===== config.mk =====
export PLATFORM = sky130hd
export DESIGN_NAME = led_scroll_ctrl_flat
export DESIGN_NICKNAME = d
export VERILOG_FILES = /design/src/rtl/led_scroll_ctrl_if.sv /design/src/rtl/led_scroll_ctrl.sv /design/src/flat_wrapper.sv
export SDC_FILE = /design/constraint.sdc
export NUM_CORES = 1
export LEC_CHECK = 0
export ABC_AREA = 1
export BUFFER_PORTS_ARGS = -buffer_cell sky130_fd_sc_hd__clkbuf_2
export CORE_MARGIN = 5
export CORE_UTILIZATION = 55
export CTS_CLUSTER_SIZE = 8
export DETAILED_ROUTE_END_ITERATION = 12
export PLACE_DENSITY = 0.72
export SLEW_MARGIN = 40
export SYNTH_ARGS = -nofsm -noshare
export SYNTH_HDL_FRONTEND = slang
export SYNTH_SLANG_ARGS = --single-unit

===== constraint.sdc =====
create_clock -name CLK_IN -period 3.45 [get_ports CLK_IN]
set_input_delay 0.69 -clock CLK_IN [delete_from_list [all_inputs] [get_ports CLK_IN]]
set_output_delay 0.69 -clock CLK_IN [all_outputs]
set_load 0.01 [all_outputs]

===== src/rtl/led_scroll_ctrl_if.sv =====
// Debug view of led_scroll_ctrl internals: FSM state, current owner and the
// debounced button levels, so checkers can bind without reaching into the RTL.
interface led_scroll_ctrl_if;
    logic [1:0] state;
    logic       owner;
    logic [1:0] stable;

    modport master (output state, output owner, output stable);
    modport slave  (input state, input owner, input stable);
endinterface


===== src/rtl/led_scroll_ctrl.sv =====
// Two-button LED scroller: synchronised and debounced buttons, round-robin
// arbitration, one move on press, then auto-repeat after HOLD_STEPS ticks.
module led_scroll_ctrl #(
    parameter int MAIN_CLOCK_FREQ = 12000000,
    parameter int DEBOUNCE_FREQ   = 8,
    parameter int STEP_FREQ       = 4,
    parameter int HOLD_STEPS      = 2
) (
    input  logic              CLK_IN,
    input  logic              RST_IN,
    input  logic              BTN_LEFT_N_i,
    input  logic              BTN_RIGHT_N_i,
    output logic [7:0]        LED_o,
    output logic [1:0]        GRANT_o,
    output logic              STEP_o,
    led_scroll_ctrl_if.master dbg_o
);

    localparam int DB_COUNT   = MAIN_CLOCK_FREQ / DEBOUNCE_FREQ;
    localparam int STEP_COUNT = MAIN_CLOCK_FREQ / STEP_FREQ;
    localparam int DB_W       = (DB_COUNT > 1) ? $clog2(DB_COUNT) : 1;
    localparam int ST_W       = (STEP_COUNT > 1) ? $clog2(STEP_COUNT) : 1;

    localparam logic [DB_W-1:0] DB_LOAD   = DB_W'(DB_COUNT - 1);
    localparam logic [ST_W-1:0] ST_LOAD   = ST_W'(STEP_COUNT - 1);
    localparam logic [3:0]      HOLD_LAST = 4'(HOLD_STEPS - 1);

    localparam logic [1:0] S_IDLE   = 2'd0;
    localparam logic [1:0] S_HOLD   = 2'd1;
    localparam logic [1:0] S_REPEAT = 2'd2;

    // Bit 1 is the left button, bit 0 the right, matching GRANT_o.
    logic [1:0] btn_raw;
    logic [1:0] sync1_q, sync2_q;
    logic [1:0] stable_q, stable_d;
    logic [DB_W-1:0] db_cnt_q [2];
    logic [DB_W-1:0] db_cnt_d [2];
    logic [1:0] req;

    logic [1:0]      state_q, state_d;
    logic            owner_q, owner_d;
    logic            last_left_q, last_left_d;
    logic [ST_W-1:0] tick_q, tick_d;
    logic [3:0]      hold_q, hold_d;
    logic [7:0]      led_q, led_d;
    logic            step_q;
    logic            move, move_left, grant_left, owner_req, tick;

    assign btn_raw = {BTN_LEFT_N_i, BTN_RIGHT_N_i};

    always_ff @(posedge CLK_IN or posedge RST_IN) begin
        if (RST_IN) begin
            sync1_q <= 2'b11;
            sync2_q <= 2'b11;
        end else begin
            sync1_q <= btn_raw;
            sync2_q <= sync1_q;
        end
    end

    // Counter sits at DB_LOAD while settled; a disagreement must persist for
    // DB_COUNT consecutive cycles before the stable level follows.
    always_comb begin
        for (int i = 0; i < 2; i++) begin
            stable_d[i] = stable_q[i];
            db_cnt_d[i] = DB_LOAD;
            if (sync2_q[i] != stable_q[i]) begin
                if (db_cnt_q[i] == '0) begin
                    stable_d[i] = sync2_q[i];
                end else begin
                    db_cnt_d[i] = db_cnt_q[i] - DB_W'(1);
                end
            end
        end
    end

    always_ff @(posedge CLK_IN or posedge RST_IN) begin
        if (RST_IN) begin
            stable_q <= 2'b11;
            for (int i = 0; i < 2; i++) db_cnt_q[i] <= DB_LOAD;
        end else begin
            stable_q <= stable_d;
            for (int i = 0; i < 2; i++) db_cnt_q[i] <= db_cnt_d[i];
        end
    end

    assign req       = ~stable_q;
    assign owner_req = owner_q ? req[1] : req[0];
    assign tick      = (tick_q == '0);

    always_comb begin
        state_d     = state_q;
        owner_d     = owner_q;
        last_left_d = last_left_q;
        tick_d      = tick_q;
        hold_d      = hold_q;
        move        = 1'b0;
        move_left   = owner_q;
        grant_left  = req[1] & (~req[0] | ~last_left_q);
        case (state_q)
            S_IDLE: begin
                if (req != 2'b00) begin
                    owner_d     = grant_left;
                    last_left_d = grant_left;
                    move        = 1'b1;
                    move_left   = grant_left;
                    tick_d      = ST_LOAD;
                    hold_d      = 4'd0;
                    state_d     = S_HOLD;
                end
            end
            S_HOLD, S_REPEAT: begin
                // Release wins over a coincident tick, so no move on the way out.
                if (!owner_req) begin
                    state_d = S_IDLE;
                end else begin
                    tick_d = tick ? ST_LOAD : tick_q - ST_W'(1);
                    if (tick) begin
                        if (state_q == S_REPEAT) begin
                            move = 1'b1;
                        end else if (hold_q == HOLD_LAST) begin
                            move    = 1'b1;
                            state_d = S_REPEAT;
                        end else begin
                            hold_d = hold_q + 4'd1;
                        end
                    end
                end
            end
            default: state_d = S_IDLE;
        endcase
    end

    always_comb begin
        led_d = led_q;
        if (move) begin
            if (move_left) led_d = led_q[7] ? 8'h01 : {led_q[6:0], 1'b0};
            else           led_d = led_q[0] ? 8'h80 : {1'b0, led_q[7:1]};
        end
    end

    always_ff @(posedge CLK_IN or posedge RST_IN) begin
        if (RST_IN) begin
            state_q     <= S_IDLE;
            owner_q     <= 1'b0;
            last_left_q <= 1'b0;
            tick_q      <= ST_LOAD;
            hold_q      <= 4'd0;
            led_q       <= 8'h01;
            step_q      <= 1'b0;
        end else begin
            state_q     <= state_d;
            owner_q     <= owner_d;
            last_left_q <= last_left_d;
            tick_q      <= tick_d;
            hold_q      <= hold_d;
            led_q       <= led_d;
            step_q      <= move;
        end
    end

    assign LED_o   = led_q;
    assign STEP_o  = step_q;
    assign GRANT_o = (state_q == S_IDLE) ? 2'b00 : (owner_q ? 2'b10 : 2'b01);

    assign dbg_o.state  = state_q;
    assign dbg_o.owner  = owner_q;
    assign dbg_o.stable = stable_q;

endmodule

===== src/flat_wrapper.sv =====
// flat-port wrapper written by rule: the top's interface ports become plain ports
module led_scroll_ctrl_flat 
#(
    parameter int MAIN_CLOCK_FREQ = 12000000,
    parameter int DEBOUNCE_FREQ   = 8,
    parameter int STEP_FREQ       = 4,
    parameter int HOLD_STEPS      = 2
)
  (CLK_IN, RST_IN, BTN_LEFT_N_i, BTN_RIGHT_N_i, LED_o, GRANT_o, STEP_o, dbg_o_state, dbg_o_owner, dbg_o_stable);
  led_scroll_ctrl_if dbg_o_i ();
  input  logic CLK_IN;
  input  logic RST_IN;
  input  logic BTN_LEFT_N_i;
  input  logic BTN_RIGHT_N_i;
  output logic [7:0] LED_o;
  output logic [1:0] GRANT_o;
  output logic STEP_o;
  output wire logic [$bits(dbg_o_i.state)-1:0] dbg_o_state;
  output wire logic [$bits(dbg_o_i.owner)-1:0] dbg_o_owner;
  output wire logic [$bits(dbg_o_i.stable)-1:0] dbg_o_stable;
  assign dbg_o_state = dbg_o_i.state;
  assign dbg_o_owner = dbg_o_i.owner;
  assign dbg_o_stable = dbg_o_i.stable;
  led_scroll_ctrl #(.MAIN_CLOCK_FREQ(MAIN_CLOCK_FREQ), .DEBOUNCE_FREQ(DEBOUNCE_FREQ), .STEP_FREQ(STEP_FREQ), .HOLD_STEPS(HOLD_STEPS)) u_core (.CLK_IN(CLK_IN), .RST_IN(RST_IN), .BTN_LEFT_N_i(BTN_LEFT_N_i), .BTN_RIGHT_N_i(BTN_RIGHT_N_i), .LED_o(LED_o), .GRANT_o(GRANT_o), .STEP_o(STEP_o), .dbg_o(dbg_o_i));
endmodule

==> out/qor.yml, run 1 <==
floorplanning:
  start_util_pct: 55.49
  die_h_um: 105.9
  coreArea_sq_um: 9109
  io_pins: 20
  rows: 35
  die_area_sq_um: 11210
  die_w_um: 105.9
critical_path:
  worst-path-stages: 4
  r2r_end: "u_core.tick_q[20]$_DFFE_PP0P_"
  critPathLaunch: "u_core.dbg_o.state[0]$_DFFE_PP0P_"
  reg2reg_setup_slack_ns: 1.44
  cp-start-kind: "register"
  r2r_cells: 8
  crit_buf_inv: 2
  path_cells: "inv_1 > ha_1 > nor2_1 > clkbuf_2"
  crit_family: "flip-flops"
  critPathCaptureType: "primary output"
  crit_type: "register to primary output"
  cp_max_fo: 7
  arrival_ns: 1.45
  r2r_start: "u_core.dbg_o.state[0]$_DFFE_PP0P_"
  critPathMaxStageDelay_ns: 0.40
  required_ns: 2.76
  slowest_stage: "dfrtp_1"
layout:
  layout.nets: 675
  n_antenna_cell: 0
  area_growth_pct: 7.327
  final_cell_area_sq_um: 5425
  drive_gt1_share_pct: 21.99
  stdcell_count: 775
  final_util_pct: 59.56
place:
  gp_congestion: 0.8339
  place_area_sq_um: 5250
  hpwl_um: 7128
  place_inst: 759
  io_buffers: 19
power_and_ir_drop:
  p_leak_nw: 2.615
  comb_power_share_pct: 2.9
  seq_power_share_pct: 59.6
  intPower_w: 0.001329
  p_clk_share_pct: 37.5
  p_sw_w: 0.0004182
  power.density_nw_per_um2: 322.0
  sw_frac_of_total_pct: 23.94
  ir_drop_mv: 0.2237
timing:
  report.final.hold_viol_count: 0
  period_share_pct: 62.08
  finalSetupViolCount: 0
  rsz0062_at_grt: "no"
  finalSetupTns_ns: 0
  worstMarginPinSlew_ns: 0.6991
  fin_crit_ns: 2.142
  maxSlewViolCount: 0
  clock-skew-final_ns: 0.01651
  slew-limit-headroom_pct: 53.34
  fmax_ghz: 0.4669
clock_tree:
  cts_setup_buffers: 0
  ctsHtreeMaxLevel: 3
  clk_pin_slew_worst_paths_ns: 0.09
  hold_buffers: 0
  tritoncts: "yes"
  clk_path_buf_depth: 2
  insertion_delay_ns: 0.36
  root_buffer: "clkbuf_8"
  cts.sinks: 87
  numCtsBuffers: 9
  cts_resized: 0
hold_path:
  whs_path_depth: 0
  min_to: "u_core.sync2_q[1]$_DFF_PP1_"
  min_path_type: "register to register"
  hp-start: "u_core.sync1_q[1]$_DFF_PP1_"
logic_synthesis:
  synth_fp_nets: 650
  synth-edff-count: 0
  synth.distinct_cells: 38
  synthCells: 634
  ys_seq_area_share_pct: 44.31
  netlist_area_sq_um: 5055
  ys_async_sr_fraction_pct: 100.0
  yosysWarnings: 0
  ys_seq_elements: 87
  synth.avg_cell_area_sq_um: 7.973
  ys.flop_type: "dfstp_2"
grt:
  grt_usage_pct: 19.12
  overflow: 0
  grt_pass1_vias: 3969
  antenna_found_initial: 0
  grt_max_degree: 46
  grt_pass1_wl_um: 17670
drt:
  routedWlPerCell_um: 12.69
  drc: 0
  vias: 4053
  postRouteAntennaNets: 0
  routed_wl_um: 9831
  drt_pass1_iterations: 4
  drtIter0Drc: 199
  vias_per_cell: 5.230
flow_run:
  max_cap_viol_count: 0
status:
  status: "finished clean"
==> state kept, by name, summed over array words and instances (netlist names) <==
register             cells
u_core.db_cnt_q         42
u_core.tick_q           22
u_core.LED_o             8
u_core.hold_q            4
u_core.dbg_o.stable      2
u_core.dbg_o.state       2
u_core.sync1_q           2
u_core.sync2_q           2
u_core.STEP_o            1
u_core.dbg_o.owner       1
u_core.last_left_q       1
==> cells in the final DEF (no fill, tap or decap), drive strengths merged, types with 12 or more instances in the layout <==
master / instances
ha: 12
clkbuf: 30
nand4: 13
dfstp: 50
xor2: 19
inv: 68
a21oi: 12
dfrtp: 37
nor2: 114
nand3: 77
o21ai: 22
nand2: 172
==> area by class of cell <==
type                       count  area [sq um]
fill                         834          3684
multi-input combinational    472          2494
sequential                    87          2240
inverter                      69         262.8
clock buffer                  11         141.4
tap                          111         138.9
timing repair buffer          20         115.1
clock inverter                 5         33.78
==> metrics by stage <==
| stage | total power (W) | hold WS [ns] | worst slack [ns] |
|---|---|---|---|
| 3_3_place_gp | 0.001110 | 0.3468 | 1.557 |
| 2_1_floorplan | 0.001096 | 0.3452 | 0.5925 |
| 6_report | 0.001747 | 0.3593 | 1.308 |
| 5_1_grt | 0.001826 | 0.3666 | 1.173 |
| 4_1_cts | 0.001764 | 0.3590 | 1.302 |
| 3_5_place_dp | 0.001111 | 0.3478 | 1.439 |
==> cell usage after synthesis (3+ instances only) <==
library cell | n | area share, %
nand2_1 | 164 | 12
nor2_1 | 98 | 7.3
inv_1 | 63 | 4.7
nand3_1 | 59 | 5.8
dfstp_2 | 50 | 26
dfrtp_1 | 37 | 18
xor2_1 | 19 | 3.3
o21ai_0 | 18 | 1.8
nand3_2 | 16 | 3.2
ha_1 | 12 | 3.0
a21oi_1 | 11 | 1.1
nand4_1 | 11 | 1.4
nor2_2 | 10 | 1.2
or2_2 | 8 | 0.99
nor3_1 | 7 | 0.69
nand2_4 | 6 | 1.3
inv_2 | 5 | 0.37
nor2_4 | 5 | 1.1
xnor2_1 | 5 | 0.87
o21ai_1 | 4 | 0.40
buf_6 | 3 | 0.67
==> worst max path at each step <==
stage	to	slack (ns)
2_1_floorplan	u_core.LED_o[1]$_DFFE_PP0P_	0.59
3_3_place_gp	u_core.tick_q[6]$_DFFE_PP0P_	1.56
3_5_place_dp	u_core.tick_q[8]$_DFFE_PP0P_	1.44
4_1_cts	GRANT_o[1]	1.30
5_1_grt	GRANT_o[0]	1.17
6_report	GRANT_o[1]	1.31
==> cell families (layout without fill, tap and decap cells) <==
| group | count (synthesis) | in the layout | synth area share [%] |
|---|---|---|---|
| simple gates | 399 | 399 | 38.09 |
| flops | 87 | 87 | 44.31 |
| buf+inv | 75 | 105 | 6.361 |
| compound gates | 37 | 37 | 4.109 |
| xor+xnor | 24 | 24 | 4.158 |
| fa+ha+maj | 12 | 12 | 2.970 |
==> metal layers <==
layer  vias to the layer above  track usage (%)  part of all wire [%]
met5                         -                0                     0
met2                        54            32.06                    48
met3                         7            3.797                   3.0
li1                       2055                -                     -
met1                      1937            25.34                    48
met4                         0            5.180                   1.1
==> power by group through the flow <==
stage / sequential (W) / combinational [W] / clock (W)
finish: 0.00104 / 0.0000510 / 0.000655
global route: 0.00104 / 0.0000600 / 0.000724
global placement: 0.00106 / 0.0000524 / 0
detailed placement: 0.00106 / 0.0000533 / 0
CTS: 0.00104 / 0.0000536 / 0.000670
floorplan: 0.00106 / 0.0000394 / 0
No activity file was read; power rests on OpenSTA's default activity.
==> run 2: changes to the inputs <==
Settings changed: ABC_AREA 1 to 0, PLACE_DENSITY 0.72 to 0.75.
Clock period 3.45 ns to 1.95 ns, I/O delays scaled along.
==> out/qor.yml, run 2 <==
status:
  status: "complete, but fails checks"  # was finished clean
  failed_checks: "negative setup slack"
drt:
  vias_per_cell: 5.676  # was 5.230
  drt_pass1_iterations: 6  # was 4
  routed_wl_um: 10030  # was 9831 um
  drtIter0Drc: 128  # was 199
  postRouteAntennaNets: 0  # unchanged
  drc: 0  # unchanged
  routedWlPerCell_um: 15.55  # was 12.69 um
  vias: 3661  # was 4053
clock_tree:
  insertion_delay_ns: 0.35  # was 0.36 ns
  tritoncts: "yes"  # unchanged
  clk_pin_slew_worst_paths_ns: 0.09  # about the same
  root_buffer: "clkbuf_8"  # unchanged
  numCtsBuffers: 9  # unchanged
  cts.sinks: 87  # unchanged
  clk_path_buf_depth: 2  # unchanged
  ctsHtreeMaxLevel: 3  # unchanged
logic_synthesis:
  ys_seq_elements: 87  # unchanged
  yosys.area_share.simple_pct: 24.43  # was 38.09%
  ys.flop_type: "dfstp_2"  # unchanged
  synth.avg_cell_area_sq_um: 10.27  # was 7.973 sq um
  synth_top_area_cell: "dfstp_2"  # unchanged
  synth_area_leaders: "dfstp_2 28%, dfrtp_1 20%, xnor2_1 4.7%"  # was dfstp_2 26%, dfrtp_1 18%, nand2_1 12%
  synth_commonest_cells: "50 x dfstp_2, 50 x nand2_1, 44 x nor2_1, 37 x dfrtp_1, 27 x nor3_1"  # was 164 x nand2_1, 98 x nor2_1, 63 x inv_1, 59 x nand3_1, 50 x dfstp_2
  ys_seq_area_share_pct: 48.37  # was 44.31%
  synth-xor-area-share_pct: 8.700  # was 4.158%
  synth_fp_nets: 467  # was 650
  synthAdderAreaFrac_pct: 3.242  # was 2.970%
  netlist_area_sq_um: 4631  # was 5055 sq um
  synth-edff-count: 0  # unchanged
  synth_compound_area_share_pct: 9.565  # was 4.109%
  synth.distinct_cells: 60  # was 38
  synth_top_family_by_area: "simple AND/OR/NAND/NOR gates"  # unchanged
  synth_top_area_share_pct: 28.37  # was 25.99%
  synthCells: 451  # was 634
  synth_mux_area_share_pct: 3.377  # was 0%
  yosysWarnings: 0  # unchanged
  ys_async_sr_fraction_pct: 100.0  # unchanged
critical_path:
  cp_max_fo: 11  # was 7
  required_ns: 2.18  # was 2.76 ns
  slowest_stage: "a221o_2"  # was dfrtp_1
  crit_buf_inv: 2  # unchanged
  crit_family: "compound AO/OA/AOI/OAI gates"  # was flip-flops
  critPathMaxStageDelay_ns: 0.43  # was 0.40 ns
  critPathCaptureType: "register"  # was primary output
  cp-start-kind: "register"  # unchanged
  crit_type: "register to register"  # was register to primary output
  path_cells: "inv_2 > ha_4 > a22o_1 > a221o_2 > buf_6 > nor4_4 > xnor2_1 > nor2_1"  # was inv_1 > ha_1 > nor2_1 > clkbuf_2
  arrival_ns: 2.24  # was 1.45 ns
power_and_ir_drop:
  ir_drop_mv: 0.3878  # was 0.2237 mV
  p_leak_nw: 2.361  # was 2.615 nW
  power.density_nw_per_um2: 540.8  # was 322.0 nW/um^2
grt:
  use_met1_pct: 26.02  # was 25.34%
  antenna_found_initial: 0  # unchanged
  grt_usage_pct: 19.94  # was 19.12%
  grt_max_degree: 88  # was 46
  grt_pass1_wl_um: 16710  # was 17670 um
  use_met2_pct: 33.80  # was 32.06%
  busiest_layer: "met2"  # unchanged
  overflow: 0  # unchanged
  grtUsageMet3_pct: 3.030  # was 3.797%
  grt_pass1_vias: 3602  # was 3969
flow_run:
  max_cap_viol_count: 0  # unchanged
place:
  gp_congestion: 0.7850  # was 0.8339
  io_buffers: 19  # unchanged
  place_area_sq_um: 5296  # was 5250 sq um
  hpwl_um: 6530  # was 7128 um
  place_inst: 621  # was 759
layout:
  final_cell_area_sq_um: 5814  # was 5425 sq um
  n_antenna_cell: 0  # unchanged
  stdcell_count: 645  # was 775
  area_growth_pct: 25.56  # was 7.327%
  layout.nets: 551  # was 675
  final_common_cell: "buf_4"  # was nand2_1
  largest_register_ffs: 42  # unchanged
  final_cell_mix: "58 x buf_4, 50 x nand2_1, 50 x dfstp_2, 42 x nor2_1, 36 x dfrtp_1"  # was 164 x nand2_1, 98 x nor2_1, 62 x inv_1, 59 x nand3_1, 50 x dfstp_2
  drive_gt1_share_pct: 41.85  # was 21.99%
  top_register: "u_core.db_cnt_q"  # unchanged
timing:
  fin_crit_ns: 2.004
  report.final.hold_viol_count: 0  # unchanged
  clock-skew-final_ns: 0.01159  # was 0.01651 ns
  slew-limit-headroom_pct: 69.85  # was 53.34%
  fmax_ghz: 0.4990
  period_share_pct: 102.8
  finalSetupViolCount: 6  # was 0
  worstMarginPinSlew_ns: 0.4481  # was 0.6991 ns
  rsz0062_at_grt: "yes"  # was no
  setup_slack_ns: -0.05401  # was 1.308 ns
  maxSlewViolCount: 0  # unchanged
hold_path:
  min_path_type: "input pin to register"  # was register to register
floorplanning:
  die_w_um: 101.8  # was 105.9 um
  die_h_um: 101.8  # was 105.9 um
  coreArea_sq_um: 8217  # was 9109 sq um
  die_area_sq_um: 10350  # was 11210 sq um
  start_util_pct: 56.36  # was 55.49%
  rows: 33  # was 35
  io_pins: 20  # unchanged
run 2: repair_timing:
item / CTS / global route
pin swaps: 1 / 9
buffers inserted: 5 / 3
hold buffers: 0 / 0
setup endpoints to repair: 28 / 63
resized for setup: 14 / 46
run 2: worst paths after layout:
| path | startpoint | to | slack (ns) | cells past startpoint |
|---|---|---|---|---|
| max | u_core.dbg_o.state[1]$_DFFE_PP0P_ | u_core.tick_q[13]$_DFFE_PP0P_ | -0.05 | 8 |
| min | BTN_LEFT_N_i | u_core.sync1_q[1]$_DFF_PP1_ | 0.11 | 1 |
| max reg2reg | u_core.dbg_o.state[1]$_DFFE_PP0P_ | u_core.tick_q[13]$_DFFE_PP0P_ | -0.05 | 8 |
| min reg2reg | u_core.sync1_q[0]$_DFF_PP1_ | u_core.sync2_q[0]$_DFF_PP1_ | 0.36 | 0 |
| max in group asynchronous | RST_IN | u_core.LED_o[0]$_DFFE_PP1P_ | 1.43 | 3 |
| min in group asynchronous | RST_IN | u_core.tick_q[20]$_DFFE_PP0P_ | 0.16 | 3 |
run 2: through the flow:
step / hold slack [ns] / util, % / power, W / setup TNS, ns / setup WS (ns)
2_1_floorplan: 0.3452 / - / 0.001938 / -0.4359 / -0.1456
3_3_place_gp: 0.3496 / 64.43 / 0.001972 / -1.453 / -0.1031
3_5_place_dp: 0.3501 / 64.46 / 0.001977 / -1.463 / -0.1600
4_1_cts: 0.09864 / 68.05 / 0.003181 / -0.08477 / -0.02575
5_1_grt: 0.09398 / 70.76 / 0.003276 / -0.8609 / -0.1332
6_report: 0.1102 / 70.76 / 0.003144 / -0.2122 / -0.05401
run 2: report_power, final:
group	switching [W]	leakage, nW	internal (W)
clock	0.000656	0.0886	0.000542
combinational	0.0000691	1.25	0.0000317
sequential	0.0000120	1.02	0.00183
total	0.000737	2.36	0.00241
run 2: kinds of logic (layout without fill, tap and decap cells):
logic type,count (synthesis),count (layout)
and+or+nand+nor,207,207
xor gates and xnor gates,46,46
buffers and inverters,24,113
muxes,14,14
DFF,87,87
adders and majority gates,12,12
AOI/OAI and AO/OA,61,61
run 2: area by class of cell:
class | count | area, sq um
clock buffers | 11 | 151.4
clock inverters | 5 | 40.04
fillers | 564 | 2402
inverters | 13 | 52.55
multi-input cells | 340 | 2571
flip-flops and latches | 87 | 2241
well taps | 105 | 131.4
repair buffers | 84 | 626.9
run 2: routing by layer:
layer | share of wire [%] | vias up | routed length [um]
li1 | - | 1761 | -
met4 | 1.5 | 0 | 151
met3 | 2.3 | 13 | 226
met5 | 0 | - | 0
met2 | 52 | 55 | 5210
met1 | 44 | 1832 | 4443
run 2: worst register-to-register path, stage by stage, from the launching register on:
cell and delay [ns]:
dfrtp_2 0.41, inv_2 0.08, ha_4 0.21, a22o_1 0.19, a221o_2 0.43, buf_6 0.19
nor4_4 0.16, xnor2_1 0.16, nor2_1 0.07
==> run 3: changes to the inputs <==
Settings changed: RECOVER_POWER from default to 25.
==> out/qor.yml, run 3 (synthesized netlist as in run 2, its figures left out) <==
drt:
  vias_per_cell: 5.665  # was 5.676
  postRouteAntennaNets: 0  # unchanged
  routedWlPerCell_um: 15.53  # was 15.55 um
  routed_wl_um: 10020  # was 10030 um
  vias: 3654  # was 3661
  drt_pass1_iterations: 6  # unchanged
  drtIter0Drc: 125  # was 128
  drc: 0  # unchanged
floorplanning:
  start_util_pct: 56.36  # unchanged
  io_pins: 20  # unchanged
  die_h_um: 101.8  # unchanged
  coreArea_sq_um: 8217  # unchanged
  rows: 33  # unchanged
  die_w_um: 101.8  # unchanged
  die_area_sq_um: 10350  # unchanged
layout:
  final_cell_mix: "58 x buf_4, 50 x nand2_1, 50 x dfstp_2, 42 x nor2_1, 36 x dfrtp_1"  # unchanged
  top_register: "u_core.db_cnt_q"  # unchanged
  largest_register_ffs: 42  # unchanged
  area_growth_pct: 25.24  # was 25.56%
  final_cell_area_sq_um: 5799  # was 5814 sq um
  layout.nets: 551  # unchanged
  final_common_cell: "buf_4"  # unchanged
  drive_gt1_share_pct: 41.85  # unchanged
  final_util_pct: 70.58  # was 70.76%
  stdcell_count: 645  # unchanged
  n_antenna_cell: 0  # unchanged
hold_path:
  hp-start: "BTN_LEFT_N_i"  # unchanged
  min_path_type: "input pin to register"  # unchanged
grt:
  grt_max_degree: 88  # unchanged
  antenna_found_initial: 0  # unchanged
  grt_pass1_vias: 3602  # unchanged
  overflow: 0  # unchanged
  grt_pass1_wl_um: 16710  # unchanged
  grt_usage_pct: 19.94  # unchanged
critical_path:
  crit_type: "register to register"  # unchanged
  critPathMaxStageDelay_ns: 0.43  # about the same
  crit_buf_inv: 1  # was 2
  slowest_stage: "a221o_2"  # unchanged
  path_cells: "inv_2 > ha_4 > a22o_1 > a221o_2 > nor4_4 > xnor2_1 > nand2_1"  # was inv_2 > ha_4 > a22o_1 > a221o_2 > buf_6 > nor4_4 > xnor2_1 > nor2_1
  critPathCaptureType: "register"  # unchanged
  critPathLaunch: "u_core.dbg_o.state[1]$_DFFE_PP0P_"  # unchanged
  cp_max_fo: 4  # was 11
  cp-start-kind: "register"  # unchanged
  crit_family: "compound AO/OA/AOI/OAI gates"  # unchanged
  required_ns: 2.22  # was 2.18 ns
  arrival_ns: 2.27  # was 2.24 ns
  r2r_start: "u_core.dbg_o.state[1]$_DFFE_PP0P_"  # unchanged
place:
  io_buffers: 19  # unchanged
  place_area_sq_um: 5296  # unchanged
  hpwl_um: 6530  # unchanged
  gp_congestion: 0.7850  # unchanged
  place_inst: 621  # unchanged
clock_tree:
  cts.sinks: 87  # unchanged
  numCtsBuffers: 9  # unchanged
  insertion_delay_ns: 0.35  # about the same
  clk_pin_slew_worst_paths_ns: 0.09  # about the same
  clk_path_buf_depth: 2  # unchanged
  tritoncts: "yes"  # unchanged
  ctsHtreeMaxLevel: 3  # unchanged
  root_buffer: "clkbuf_8"  # unchanged
timing:
  clock-skew-final_ns: 0.01156  # was 0.01159 ns
  report.final.hold_viol_count: 0  # unchanged
  period_share_pct: 102.6  # was 102.8%
  finalSetupViolCount: 6  # unchanged
  setup_slack_ns: -0.05154  # was -0.05401 ns
  rsz0062_at_grt: "yes"  # unchanged
  slew-limit-headroom_pct: 23.34  # was 69.85%
  fin_crit_ns: 2.002  # was 2.004 ns
  fmax_ghz: 0.4996  # was 0.4990 GHz
  worstMarginPinSlew_ns: 1.150  # was 0.4481 ns
  maxSlewViolCount: 0  # unchanged
  fin_hold_ws_ns: 0.1102  # about the same
power_and_ir_drop:
  ir_drop_mv: 0.3888  # was 0.3878 mV
  p_leak_nw: 2.356  # was 2.361 nW
  power.density_nw_per_um2: 541.3  # was 540.8 nW/um^2
  seq_power_share_pct: 58.8  # was 58.7%
  intPower_w: 0.002403  # was 0.002407 W
  p_sw_w: 0.0007355  # was 0.0007374 W
  p_total_w: 0.003139  # was 0.003144 W
  p_clk_share_pct: 38.1  # about the same
  comb_power_share_pct: 3.1  # was 3.2%
  sw_frac_of_total_pct: 23.43  # was 23.45%
flow_run:
  max_cap_viol_count: 0  # unchanged
status:
  status: "complete, but fails checks"  # unchanged
  failed_checks: "negative setup slack"  # unchanged
run 3: final timing paths:
check	to	slack (ns)	depth (start not counted)
min in group asynchronous	u_core.last_left_q$_DFFE_PP0P_	0.44	3
min reg2reg	u_core.sync2_q[0]$_DFF_PP1_	0.36	0
max reg2reg	u_core.tick_q[19]$_DFFE_PP1P_	-0.05	7
min	u_core.sync1_q[1]$_DFF_PP1_	0.11	1
max	u_core.tick_q[19]$_DFFE_PP1P_	-0.05	7
max in group asynchronous	u_core.dbg_o.state[1]$_DFFE_PP0P_	0.69	3
run 3: metrics by stage:
step	setup TNS [ns]	setup slack, ns
2_1_floorplan	-0.4359	-0.1456
3_3_place_gp	-1.453	-0.1031
3_5_place_dp	-1.463	-0.1600
4_1_cts	-0.08477	-0.02575
5_1_grt	-0.8609	-0.1332
6_report	-0.2032	-0.05154
run 3: repair_timing:
| action | in CTS | in global routing |
|---|---|---|
| setup endpoints to repair | 28 | 63 |
| hold buffers | 0 | 0 |
| gates cloned | 0 | 0 |
| pin swaps | 1 | 9 |
| gates resized for setup | 14 | 46 |
| setup buffers | 5 | 3 |
run 3: power groups by stage:
stage	Combinational, W	Clock [W]	Sequential [W]
5_1_grt	0.000112	0.00131	0.00185
6_report	0.0000968	0.00120	0.00185
3_3_place_gp	0.0000962	0	0.00188
2_1_floorplan	0.0000643	0	0.00187
4_1_cts	0.000102	0.00123	0.00185
3_5_place_dp	0.0000997	0	0.00188
run 3: final cells by class:
| class | instances | area, sq um |
|---|---|---|
| clock buffer | 11 | 151.4 |
| clock inverter | 5 | 40.04 |
| fill | 567 | 2417 |
| inverter | 13 | 50.05 |
| multi-input combinational | 340 | 2571 |
| sequential | 87 | 2241 |
| tap | 105 | 131.4 |
| timing repair buffer | 84 | 614.3 |
run 3: layer usage:
| layer | track usage, % | routed length, um | vias to the layer above |
|---|---|---|---|
| met1 | 26.02 | 4442 | 1821 |
| met4 | 7.055 | 151 | 0 |
| li1 | - | - | 1761 |
| met3 | 3.030 | 241 | 13 |
| met5 | 0 | 0 | - |
| met2 | 33.80 | 5181 | 59 |
